==> config.mk <==
export PLATFORM = sky130hd
export DESIGN_NAME = mux2_rr_arbiter
export DESIGN_NICKNAME = d
export VERILOG_FILES = /design/src/rtl/mux2_rr_arbiter.sv
export SDC_FILE = /design/constraint.sdc
export NUM_CORES = 1
export LEC_CHECK = 0
export ABC_CLOCK_PERIOD_IN_PS = 1500
export BUFFER_PORTS_ARGS = -buffer_cell sky130_fd_sc_hd__buf_2
export CORE_MARGIN = 5
export CORE_UTILIZATION = 30
export CTS_CLUSTER_DIAMETER = 200
export DETAILED_ROUTE_END_ITERATION = 12
export PLACE_DENSITY = 0.64
export SYNTH_ARGS = -nofsm -noshare
export SYNTH_HDL_FRONTEND = slang
export SYNTH_SLANG_ARGS = --single-unit
==> constraint.sdc <==
create_clock -name clk -period 1.5 [get_ports clk]
set_clock_uncertainty 0.1 [all_clocks]
set_input_delay 0.375 -clock clk [delete_from_list [all_inputs] [get_ports clk]]
set_output_delay 0.375 -clock clk [all_outputs]
set_load 0.05 [all_outputs]
==> src/rtl/mux2_rr_arbiter.sv <==
// mux2_rr_arbiter: round-robin feeder for the mux21 datapath.
// Two valid/ready input channels compete for one registered output slot.
// The winner's word is registered onto o_data together with the mux select
// `sel` (0 = channel 1, 1 = channel 2). The output slot reloads in the same
// cycle it drains, giving 1-cycle latency and 1 word/cycle throughput.
//
// Optional feature: define MUX_GRANT_COUNT_EN to add the saturating per-channel
// accept counters i1_grants / i2_grants (CNT_W bits each).
//
// Handshake semantics (all channels): a word moves on a rising clk edge when
// valid and ready are both high in the preceding cycle. A producer holds valid
// and data stable until accepted and never derives valid from ready; ready
// here may depend combinationally on valid.
//
// dbg_state exposes the FSM state (0 = EMPTY, 1 = HOLD1, 2 = HOLD2).
module mux2_rr_arbiter #(
  parameter int WIDTH = 8,
  parameter int CNT_W = 16
) (
  input  logic             clk,
  input  logic             rst_n,
  input  logic [WIDTH-1:0] i1_data,
  input  logic             i1_valid,
  output logic             i1_ready,
  input  logic [WIDTH-1:0] i2_data,
  input  logic             i2_valid,
  output logic             i2_ready,
  output logic [WIDTH-1:0] o_data,
  output logic             o_valid,
  input  logic             o_ready,
  output logic             sel,
`ifdef MUX_GRANT_COUNT_EN
  output logic [CNT_W-1:0] i1_grants,
  output logic [CNT_W-1:0] i2_grants,
`endif
  output logic [1:0]       dbg_state
);

  typedef enum logic [1:0] {
    EMPTY = 2'd0,
    HOLD1 = 2'd1,
    HOLD2 = 2'd2
  } state_t;

  state_t           state, state_next;
  logic [WIDTH-1:0] data_next;
  logic             sel_next;
  // Last-grant pointer in sel encoding: 0 = channel 1, 1 = channel 2.
  // Resets to 1 so channel 1 wins the first contention.
  logic             last_ptr, last_next;
  logic             load;
  logic             grant1, grant2;
  logic             acc1, acc2;

  // Grant selection and ready generation; readies are forced low in reset.
  always_comb begin
    grant1 = 1'b0;
    grant2 = 1'b0;
    if (i1_valid && i2_valid) begin
      grant1 = last_ptr;
      grant2 = ~last_ptr;
    end else begin
      grant1 = i1_valid;
      grant2 = i2_valid;
    end
    load     = (state == EMPTY) || o_ready;
    i1_ready = rst_n && load && grant1;
    i2_ready = rst_n && load && grant2;
    acc1     = i1_valid && i1_ready;
    acc2     = i2_valid && i2_ready;
  end

  // Next-state, next output word/select and pointer update.
  always_comb begin
    state_next = state;
    data_next  = o_data;
    sel_next   = sel;
    last_next  = last_ptr;
    if (acc1) begin
      state_next = HOLD1;
      data_next  = i1_data;
      sel_next   = 1'b0;
      last_next  = 1'b0;
    end else if (acc2) begin
      state_next = HOLD2;
      data_next  = i2_data;
      sel_next   = 1'b1;
      last_next  = 1'b1;
    end else if ((state != EMPTY) && o_ready) begin
      state_next = EMPTY;
    end
  end

  // State, held word, select and pointer registers.
  always_ff @(posedge clk or negedge rst_n) begin
    if (!rst_n) begin
      state    <= EMPTY;
      o_data   <= '0;
      sel      <= 1'b0;
      last_ptr <= 1'b1;
    end else begin
      state    <= state_next;
      o_data   <= data_next;
      sel      <= sel_next;
      last_ptr <= last_next;
    end
  end

  assign o_valid   = (state != EMPTY);
  assign dbg_state = state;

`ifdef MUX_GRANT_COUNT_EN
  // Saturating accept counters, one per channel.
  always_ff @(posedge clk or negedge rst_n) begin
    if (!rst_n) begin
      i1_grants <= '0;
      i2_grants <= '0;
    end else begin
      if (acc1 && (i1_grants != {CNT_W{1'b1}})) i1_grants <= i1_grants + 1'b1;
      if (acc2 && (i2_grants != {CNT_W{1'b1}})) i2_grants <= i2_grants + 1'b1;
    end
  end
`endif

endmodule
---- Yosys cells after proc, flatten, opt, wreduce, memory -nomap -nowiden ----
Cells that the tools add are included.
storage, ports and cells
  register bits ........................... 12
  bits in latches ......................... 0
  bits in writable memories ............... 0
  bits in read-only memories .............. 0
  memories kept ........................... 0
operators by class
  add/subtract/negate cells ............... 0
  $mul .................................... 0
  divide/modulo/power cells ............... 0
  order comparisons ....................... 0
  equality and inequality tests ........... 0
  shifts and indexed selects .............. 0
  mux-type cells .......................... 9
  bitwise gates (word level) .............. 1
  reductions and logical operators ........ 12
operators by type and width
  cell                count
  8-bit 2-to-1 mux    2
  1-bit logical AND   7
  2-bit 2-to-1 mux    3
  1-bit 2-to-1 mux    4
  2-bit nonzero test  2
  3-bit nonzero test  1
  2-bit zero test     1
  1-bit logical OR    1
  1-bit NOT           1

---- Logic depth before layout (Yosys ltp) ----
Gate-level depths: netlist of run 1.
  depth after elaboration ................. 7
  gate-level depth with buffers ........... 4
  gate-level depth less buffers ........... 3

---- Least setup slack after synthesis of run 1 ----
Ideal clock, no wire load.
  path type ............................... flip-flop to output port
  start point ............................. reg state[0], in the netlist dbg_state[0]
  end point ............................... out i2_ready
  arrival ................................. 1.571 ns
  required time ........................... 1.025 ns
  setup slack ............................. -0.546 ns
  cell stages (with the launch flop) ...... 4
  buffers on the path ..................... 0
  cell sequence ........................... dfrtp_1 > o21bai_4 > nand2_1 > nor2_1
on the way
  cells in the longest elaborated chain, start to end .. 4
ends and longest elaborated chain
  what                             RTL line  source
  start, declared                  45        state_t state, state_next;
  start signal, assigned           102       state <= state_next;
  2-bit zero test                  66        load = (state == EMPTY) || o_ready;
  1-bit logical OR                 66
  1-bit logical AND (2 in series)  68        i2_ready = rst_n && load && grant2;
  end, declared                    27        output logic i2_ready,
Every way passes these cells.

---- Worst setup path in the final report of run 1 ----
  start point ............................. reg last_ptr
  end point ............................... out i1_ready
on the way
  cells in the longest elaborated chain, start to end .. 2
ends and longest elaborated chain
  what                    RTL line  source
  start, declared         50        logic last_ptr, last_next;
  start signal, assigned  105       last_ptr <= last_next;
  1-bit 2-to-1 mux        59        if (i1_valid && i2_valid) begin
  1-bit logical AND       67        i1_ready = rst_n && load && grant1;
  end, declared           24        output logic i1_ready,
Every way passes these cells.

==> impl_metrics.ini, run 1 <==
[status]
status = finished, violations left
violations = setup timing

[detailed_routing]
dr.pass1.iters = 3
ant_nets = 0
drc = 0
drt-initial-drc-count = 8
vias_per_cell = 4.91
routed_wl_um = 1800
wl_per_cell_um = 14.1
vias = 628

[setup_path]
cp_data_arrival_time_ns = 1.31
critPathMaxFanout = 2
crit_required_ns = 1.02
crit_path_end_kind = primary output
critPathLaunchType = register
worstSetupPathType = reg -> out

[yosys]
ys_seq_elements = 12
yosysWarningCount = 0
netlist_instances = 52
seq_area_frac_synth = 0.490
yosysUniqueCellTypes = 22
syn_area_per_cell_um2 = 11.8
syn_nets = 73
netlist_area_um2 = 616

[power_and_ir_drop]
clkPwrFrac = 0.145
power.density_nw_per_um2 = 1380
p_comb_frac = 0.525
p_int_mw = 0.786
pwr-share-seq = 0.330
switching_share = 0.434
leakagePower_nw = 0.461
power_switching_mw = 0.603
power_mw = 1.39
vdd_drop_max_v = 0.000757

[floorplan]
num_io_pins = 35
die_w_um = 55.3
core_um2 = 1960
rows = 16
dieHeight_um = 55.3
initial_core_util = 0.314
die_area_um2 = 3060

[layout]
areaGrowthSynthToFinish_pct = 63.2
final_common_cell = buf_2
final_net_count = 123
layout.cells.non_filler = 128
utilization = 0.512
num_antenna_cells = 0
final_cell_mix = 30 x buf_2, 13 x buf_4, 9 x dfrtp_1, 8 x a2bb2oi_1, 7 x o32ai_1
drive_above_1_share = 0.644

[clock_network]
clk_latency_ns = 0.26
cts.clk_slew.worst_paths_ns = 0.07
clock_path_buffers = 2
tritoncts = yes
clockRootBuffer = clkbuf_4
h-tree-depth = 1
cts_buffers = 3
cts_sinks = 12

[place]
dp.cells = 119
io_buffers = 34
pre_cts_slack_ns = -0.173
dp_hpwl_um = 1340
gp_congestion = 0.733

[run]
drv_cap = 0

[timing]
worst_pin_slew_ns = 0.472
final_hold_viol_count = 0
finalCritPeriodShare = 1.19
slew_headroom = 0.685
setup_tns_ns = -0.703
min_period_ns = 1.79
rsz0062_at_grt = true
fin_ws_ns = -0.289
finalSetupViolations = 4
drv_slew = 0
max_freq_mhz = 559

[global_route]
grt_pass1_vias = 675
antenna_found_initial = 0
grt_pass1_wl_um = 3040
gr-total-overflow = 0
grt_max_degree = 12
grtUsageTotal = 0.120

[hold_path]
hold_class = in -> async
-- per-stage QoR --
step | hold WS (ns) | cell area, um2
2_1_floorplan | -0.0206 | 631
3_3_place_gp | 0.264 | 868
3_5_place_dp | 0.258 | 868
4_1_cts | 0.0925 | 947
5_1_grt | 0.130 | 1000
6_report | 0.117 | 1000
-- power groups by stage --
stage | registers (mW) | clock network (mW) | logic [mW]
6_report | 0.459 | 0.201 | 0.729
5_1_grt | 0.467 | 0.223 | 0.771
4_1_cts | 0.458 | 0.211 | 0.687
3_5_place_dp | 0.458 | 0 | 0.655
3_3_place_gp | 0.459 | 0 | 0.645
2_1_floorplan | 0.703 | 0 | 0.227
-- layout make-up --
type                            count  area, um2
Fill cell                         202        957
Timing Repair Buffer               49        325
Multi-Input combinational cell     34        305
Sequential cell                    12        304
Tap cell                           27       33.8
Clock buffer                        4       26.3
Inverter                            2       10.0
-- cells by family after synthesis --
kind of cell,synth area share
AO/OA/AOI/OAI,0.341
AND/OR/NAND/NOR,0.0935
flip-flops,0.490
buffers and inverters,0.0752
-- worst max-delay path: stages, from the launching register on --
cell	delay, ns
dfstp_2	0.54
nor2b_2	0.04
nand4b_1	0.24
inv_4	0.10
buf_8	0.14
-- worst paths after layout --
check	startpoint	slack, ns	to	cells past startpoint
min reg2reg	sel$_DFFE_PN0P_	0.42	sel$_DFFE_PN0P_	1
max in group asynchronous	rst_n	0.28	dbg_state[0]$_DFFE_PN0P_	3
max reg2reg	last_ptr$_DFFE_PN1P_	0.07	o_data[7]$_DFFE_PN0P_	5
min	rst_n	0.12	last_ptr$_DFFE_PN1P_	2
min in group clk	i2_data[5]	0.32	o_data[5]$_DFFE_PN0P_	3
max	last_ptr$_DFFE_PN1P_	-0.29	i1_ready	4
-- flip-flops by register name, summed over array words and instances (netlist names) --
register and flops:
sel 1, last_ptr 1, o_data 8, dbg_state 2
-- layer usage --
layer / part of all wire / wire length, um / track usage / vias up
met3: 0.072 / 129 / 0.0350 / 0
li1: - / - / - / 305
met1: 0.46 / 829 / 0.162 / 300
met2: 0.47 / 840 / 0.188 / 23
met4: 0 / 0 / 0.0313 / 0
met5: 0 / 0 / 0 / -
-- cell usage after synthesis --
| cell type | count | area, um2 |
|---|---|---|
| buf_6 | 3 | 33.8 |
| nor2b_1 | 1 | 6.26 |
| nand3_1 | 1 | 5.00 |
| and2_1 | 1 | 6.26 |
| dfrtp_1 | 11 | 275 |
| a2bb2oi_1 | 8 | 70.1 |
| o21ai_0 | 2 | 10.0 |
| a21bo_2 | 1 | 10.0 |
| o2bb2ai_1 | 1 | 8.76 |
| nand2_1 | 2 | 7.51 |
| or2b_1 | 1 | 7.51 |
| o21bai_4 | 1 | 18.8 |
| nor2_1 | 1 | 3.75 |
| or2_2 | 1 | 6.26 |
| nand4b_1 | 1 | 8.76 |
| o32ai_1 | 8 | 70.1 |
| inv_1 | 2 | 7.51 |
| a31oi_1 | 2 | 12.5 |
| nand2b_1 | 1 | 6.26 |
| o211a_1 | 1 | 10.0 |
| buf_2 | 1 | 5.00 |
| dfstp_2 | 1 | 26.3 |
-- timing repair --
| action | CTS | global route |
|---|---|---|
| pin swaps | 0 | 4 |
| hold buffers | 1 | 0 |
| hold endpoints to repair | 11 | 0 |
| setup endpoints to repair | 4 | 8 |
| buffers inserted | 2 | 3 |
| resized for setup | 9 | 11 |
(Power assumes the default switching activity.)
==> inputs of run 2 (changes only) <==
ABC_CLOCK_PERIOD_IN_PS = 1600   (was 1500)
PLACE_DENSITY = 0.66   (was 0.64)
clock period = 1.6 ns   (was 1.5 ns; I/O delays follow)
==> impl_metrics.ini, run 2 (synthesized netlist as in run 1, its figures left out) <==
[status]
status = finished, violations left
violations = setup timing

[power_and_ir_drop]
p_comb_frac = 0.490
power_switching_mw = 0.564
switching_share = 0.430
vdd_drop_max_v = 0.000482
power.density_nw_per_um2 = 1360
pwr-share-seq = 0.325
leakagePower_nw = 0.452
p_int_mw = 0.749
clkPwrFrac = 0.185
power_mw = 1.31

[detailed_routing]
drc = 0
vias = 603
dr.pass1.iters = 4
wl_per_cell_um = 14.0
routed_wl_um = 1750
vias_per_cell = 4.82
drt-initial-drc-count = 9
ant_nets = 0

[layout]
layout.cells.non_filler = 125
fillerInstances = 206
final_net_count = 120
final_common_cell = buf_2
final_area_um2 = 966
final_cell_mix = 31 x buf_2, 10 x buf_4, 9 x dfrtp_1, 8 x o32ai_1, 8 x a2bb2oi_1
multi_input_area_um2 = 287
areaGrowthSynthToFinish_pct = 56.9
drive_above_1_share = 0.582
top_register = o_data
largest_reg_flops = 8
seq_area_um2 = 304
num_antenna_cells = 0

[setup_path]
cp-startpoint = last_ptr$_DFFE_PN1P_
r2r_setup_slack_ns = 0.17
critPathMaxFanout = 2
crit_chain = nor2b_2 -> nand4b_1 -> inv_4 -> buf_8
crit_path_end_kind = primary output
reg2reg_from = last_ptr$_DFFE_PN1P_
slowest_delay_ns = 0.54
r2r-end = o_data[3]$_DFFE_PN0P_
worstSetupPathType = reg -> out
critPathLaunchType = register
crit_required_ns = 1.10
critPathSlowestCell = dfstp_2
reg2reg_depth = 5
cp_data_arrival_time_ns = 1.33

[floorplan]
num_io_pins = 35
initial_core_util = 0.314
die_w_um = 55.3
core_um2 = 1960
rows = 16
dieHeight_um = 55.3
die_area_um2 = 3060

[place]
dp.cells = 117
io_buffers = 34
placed_area_um2 = 853
dp_hpwl_um = 1330
gp_congestion = 0.817

[timing]
finalSetupViolations = 3
worst_pin_slew_ns = 0.464
drv_slew = 0
max_freq_mhz = 545
worst_hold_slack_ns = 0.119
final_hold_viol_count = 0
min_period_ns = 1.83
fin_ws_ns = -0.234
rsz0062_at_grt = true
finalCritPeriodShare = 1.15
slew_headroom = 0.690

[global_route]
grt_pass1_vias = 686
grtUsageTotal = 0.124
antenna_found_initial = 0
grt_max_degree = 11
grt_pass1_wl_um = 3080
gr-total-overflow = 0

[clock_network]
clock_path_buffers = 2
h-tree-depth = 1
cts_buffers = 3
cts.clk_slew.worst_paths_ns = 0.08
clockRootBuffer = clkbuf_4
clk_latency_ns = 0.27
cts_sinks = 12
tritoncts = yes

[run]
drv_cap = 0

[hold_path]
hold_class = in -> async
-- run 2: cell count changes in the layout (fill, tap and decap cells not counted), sizes merged --
cell	delta
buf	-4
dlygate4sd3	+1
-- run 2: how the worst max path moves through the flow --
stage	slack, ns	to	depth (start not counted)
after global placement	-0.11	i1_ready	5
final	-0.23	i1_ready	4
after global routing	-0.31	i1_ready	4
after floorplan	-0.02	i1_ready	4
after detailed placement	-0.12	i1_ready	5
after CTS	-0.24	i1_ready	4
-- run 2: layout make-up --
cell class / instances / share of cell area
Multi-Input combinational cell: 34 / 0.297
Tap cell: 27 / 0.0350
Sequential cell: 12 / 0.315
Timing Repair Buffer: 46 / 0.306
Inverter: 2 / 0.0104
Clock buffer: 4 / 0.0376
-- run 2: per-stage QoR --
step | worst slack (ns) | TNS, ns | util
5_1_grt | -0.310 | -0.581 | 0.492
4_1_cts | -0.240 | -0.445 | 0.492
3_5_place_dp | -0.116 | -0.116 | 0.435
2_1_floorplan | -0.0239 | -0.0249 | -
3_3_place_gp | -0.107 | -0.107 | 0.435
6_report | -0.234 | -0.416 | 0.492
-- run 2: critical path: cells and delay by family (launching register included) --
kind / cells / cell delay [ns]
simple gates: 2 / 0.28
buf+inv: 2 / 0.23
flops: 1 / 0.54
-- run 2: power by group through the flow --
stage / Sequential (mW) / Combinational, mW / Clock, mW
floorplan: 0.659 / 0.213 / 0
global placement: 0.429 / 0.595 / 0
detailed placement: 0.431 / 0.598 / 0
CTS: 0.428 / 0.647 / 0.252
global route: 0.437 / 0.681 / 0.268
finish: 0.426 / 0.644 / 0.244
-- run 2: timing repair --
item	CTS	global route
endpoints found under the hold margin	1	0
setup buffers	2	0
resized for setup	12	0
pin swaps	1	1
endpoints found under the setup margin	3	3
hold buffers	2	0
-- run 2: metal layers --
metal,GRT usage,vias to the layer above,routed length (um),share of wire
li1,-,296,-,-
met4,0.0521,0,0,0
met2,0.201,19,855,0.49
met3,0.0256,0,74,0.042
met5,0,-,0,0
met1,0.158,288,823,0.47
==> inputs of run 3 (changes only) <==
CAP_MARGIN = 20   (was unset)
CORE_ASPECT_RATIO = 0.8   (was unset)
==> impl_metrics.ini, run 3 (synthesized netlist as in run 1, its figures left out) <==
[status]
status = finished, violations left
violations = setup timing

[layout]
utilization = 0.519
areaGrowthSynthToFinish_pct = 61.0
final_cell_mix = 31 x buf_2, 12 x buf_4, 9 x dfrtp_1, 7 x o32ai_1, 7 x a2bb2oi_1
final_common_cell = buf_2
drive_above_1_share = 0.630
largest_reg_flops = 8
final_net_count = 122
num_antenna_cells = 0
top_register = o_data

[global_route]
grt_max_degree = 11
gr-total-overflow = 0
grt_pass1_vias = 675
grt_pass1_wl_um = 3060
antenna_found_initial = 0
grtUsageTotal = 0.134

[timing]
drv_slew = 0
worst_pin_slew_ns = 0.265
fin_ws_ns = -0.225
finalSetupViolations = 3
min_period_ns = 1.83
final_hold_viol_count = 0
max_freq_mhz = 548
slew_headroom = 0.823
rsz0062_at_grt = true
finalCritPeriodShare = 1.14

[power_and_ir_drop]
clkPwrFrac = 0.153
switching_share = 0.442
leakagePower_nw = 0.465
pwr-share-seq = 0.330
p_int_mw = 0.727
power_switching_mw = 0.576
p_comb_frac = 0.517
power_mw = 1.30
power.density_nw_per_um2 = 1320
vdd_drop_max_v = 0.000659

[detailed_routing]
wl_per_cell_um = 15.0
ant_nets = 0
drt-initial-drc-count = 7
dr.pass1.iters = 4
drc = 0
vias = 644
routed_wl_um = 1850
vias_per_cell = 5.19

[setup_path]
worstSetupPathType = reg -> out
critPathLaunchType = register
critPathMaxFanout = 2
critPathSlowestCell = dfstp_2
critPathBufInv = 2
crit_chain = nor2b_2 -> nand4b_1 -> inv_4 -> buf_8
crit_family = flip-flops
crit_path_end_kind = primary output
crit_required_ns = 1.10
cp_data_arrival_time_ns = 1.33
slowest_delay_ns = 0.54

[run]
drv_cap = 0

[place]
io_buffers = 34
gp_congestion = 0.755

[clock_network]
cts_sinks = 12
cts_buffers = 3
cts.clk_slew.worst_paths_ns = 0.08
tritoncts = yes
clockRootBuffer = clkbuf_4
h-tree-depth = 1
clock_path_buffers = 2
clk_latency_ns = 0.27

[floorplan]
initial_core_util = 0.322
die_w_um = 60.6
dieHeight_um = 50.5
num_io_pins = 35
core_um2 = 1910
die_area_um2 = 3060
rows = 14

[hold_path]
hold_class = in -> async
==> run 3: through the flow <==
step | area [um2] | setup slack, ns | hold slack (ns) | cells | setup TNS [ns]
after floorplan | 631 | -0.0239 | 0.00441 | 52 | -0.0249
after global routing | 991 | -0.272 | 0.190 | 124 | -0.552
after CTS | 946 | -0.237 | 0.303 | 122 | -0.879
after detailed placement | 857 | -0.125 | 0.251 | 115 | -0.125
after global placement | 857 | -0.0868 | 0.247 | 115 | -0.0868
final | 991 | -0.225 | 0.171 | 124 | -0.400
==> run 3: worst reg2reg max path: stages, from the launching register on <==
cell and delay, ns:
dfstp_2 0.54, nor2b_2 0.04, nand4b_1 0.24, buf_4 0.18, buf_4 0.12, buf_4 0.12, o2bb2ai_1 0.11
==> run 3: path summary, 6_finish.rpt <==
| check | start | end | slack [ns] | cells past startpoint |
|---|---|---|---|---|
| max reg2reg | last_ptr$_DFFE_PN1P_ | sel$_DFFE_PN0P_ | 0.04 | 6 |
| min in group clk | i2_data[5] | o_data[5]$_DFFE_PN0P_ | 0.33 | 3 |
| max | last_ptr$_DFFE_PN1P_ | i1_ready | -0.23 | 4 |
| max in group asynchronous | rst_n | last_ptr$_DFFE_PN1P_ | 1.02 | 3 |
| min | rst_n | dbg_state[1]$_DFFE_PN0P_ | 0.17 | 3 |
| min reg2reg | sel$_DFFE_PN0P_ | sel$_DFFE_PN0P_ | 0.39 | 1 |
==> run 3: power groups by stage <==
| stage | clock network, mW | registers [mW] | logic (mW) |
|---|---|---|---|
| 2_1_floorplan | 0 | 0.659 | 0.213 |
| 3_3_place_gp | 0 | 0.433 | 0.597 |
| 3_5_place_dp | 0 | 0.430 | 0.609 |
| 4_1_cts | 0.211 | 0.430 | 0.650 |
| 5_1_grt | 0.221 | 0.439 | 0.709 |
| 6_report | 0.199 | 0.430 | 0.674 |
==> run 3: repair_timing <==
action | CTS | global route
setup endpoints to repair | 3 | 12
gates resized for setup | 11 | 8
endpoints found under the hold margin | 11 | 0
pin swaps | 1 | 2
buffers inserted | 2 | 2
hold buffers | 1 | 0
==> run 3: per-layer routing <==
layer,routed length (um),share of wire,GRT usage
met1,837,0.45,0.169
met2,857,0.46,0.201
met3,144,0.078,0.0667
met4,15,0.0081,0.0397
met5,0,0,0
==> run 3: layout make-up <==
class / count / area (um2)
Timing Repair Buffer: 48 / 310
Fill cell: 177 / 918
Sequential cell: 12 / 304
Multi-Input combinational cell: 34 / 310
Inverter: 2 / 10.0
Tap cell: 24 / 30.0
Clock buffer: 4 / 26.3
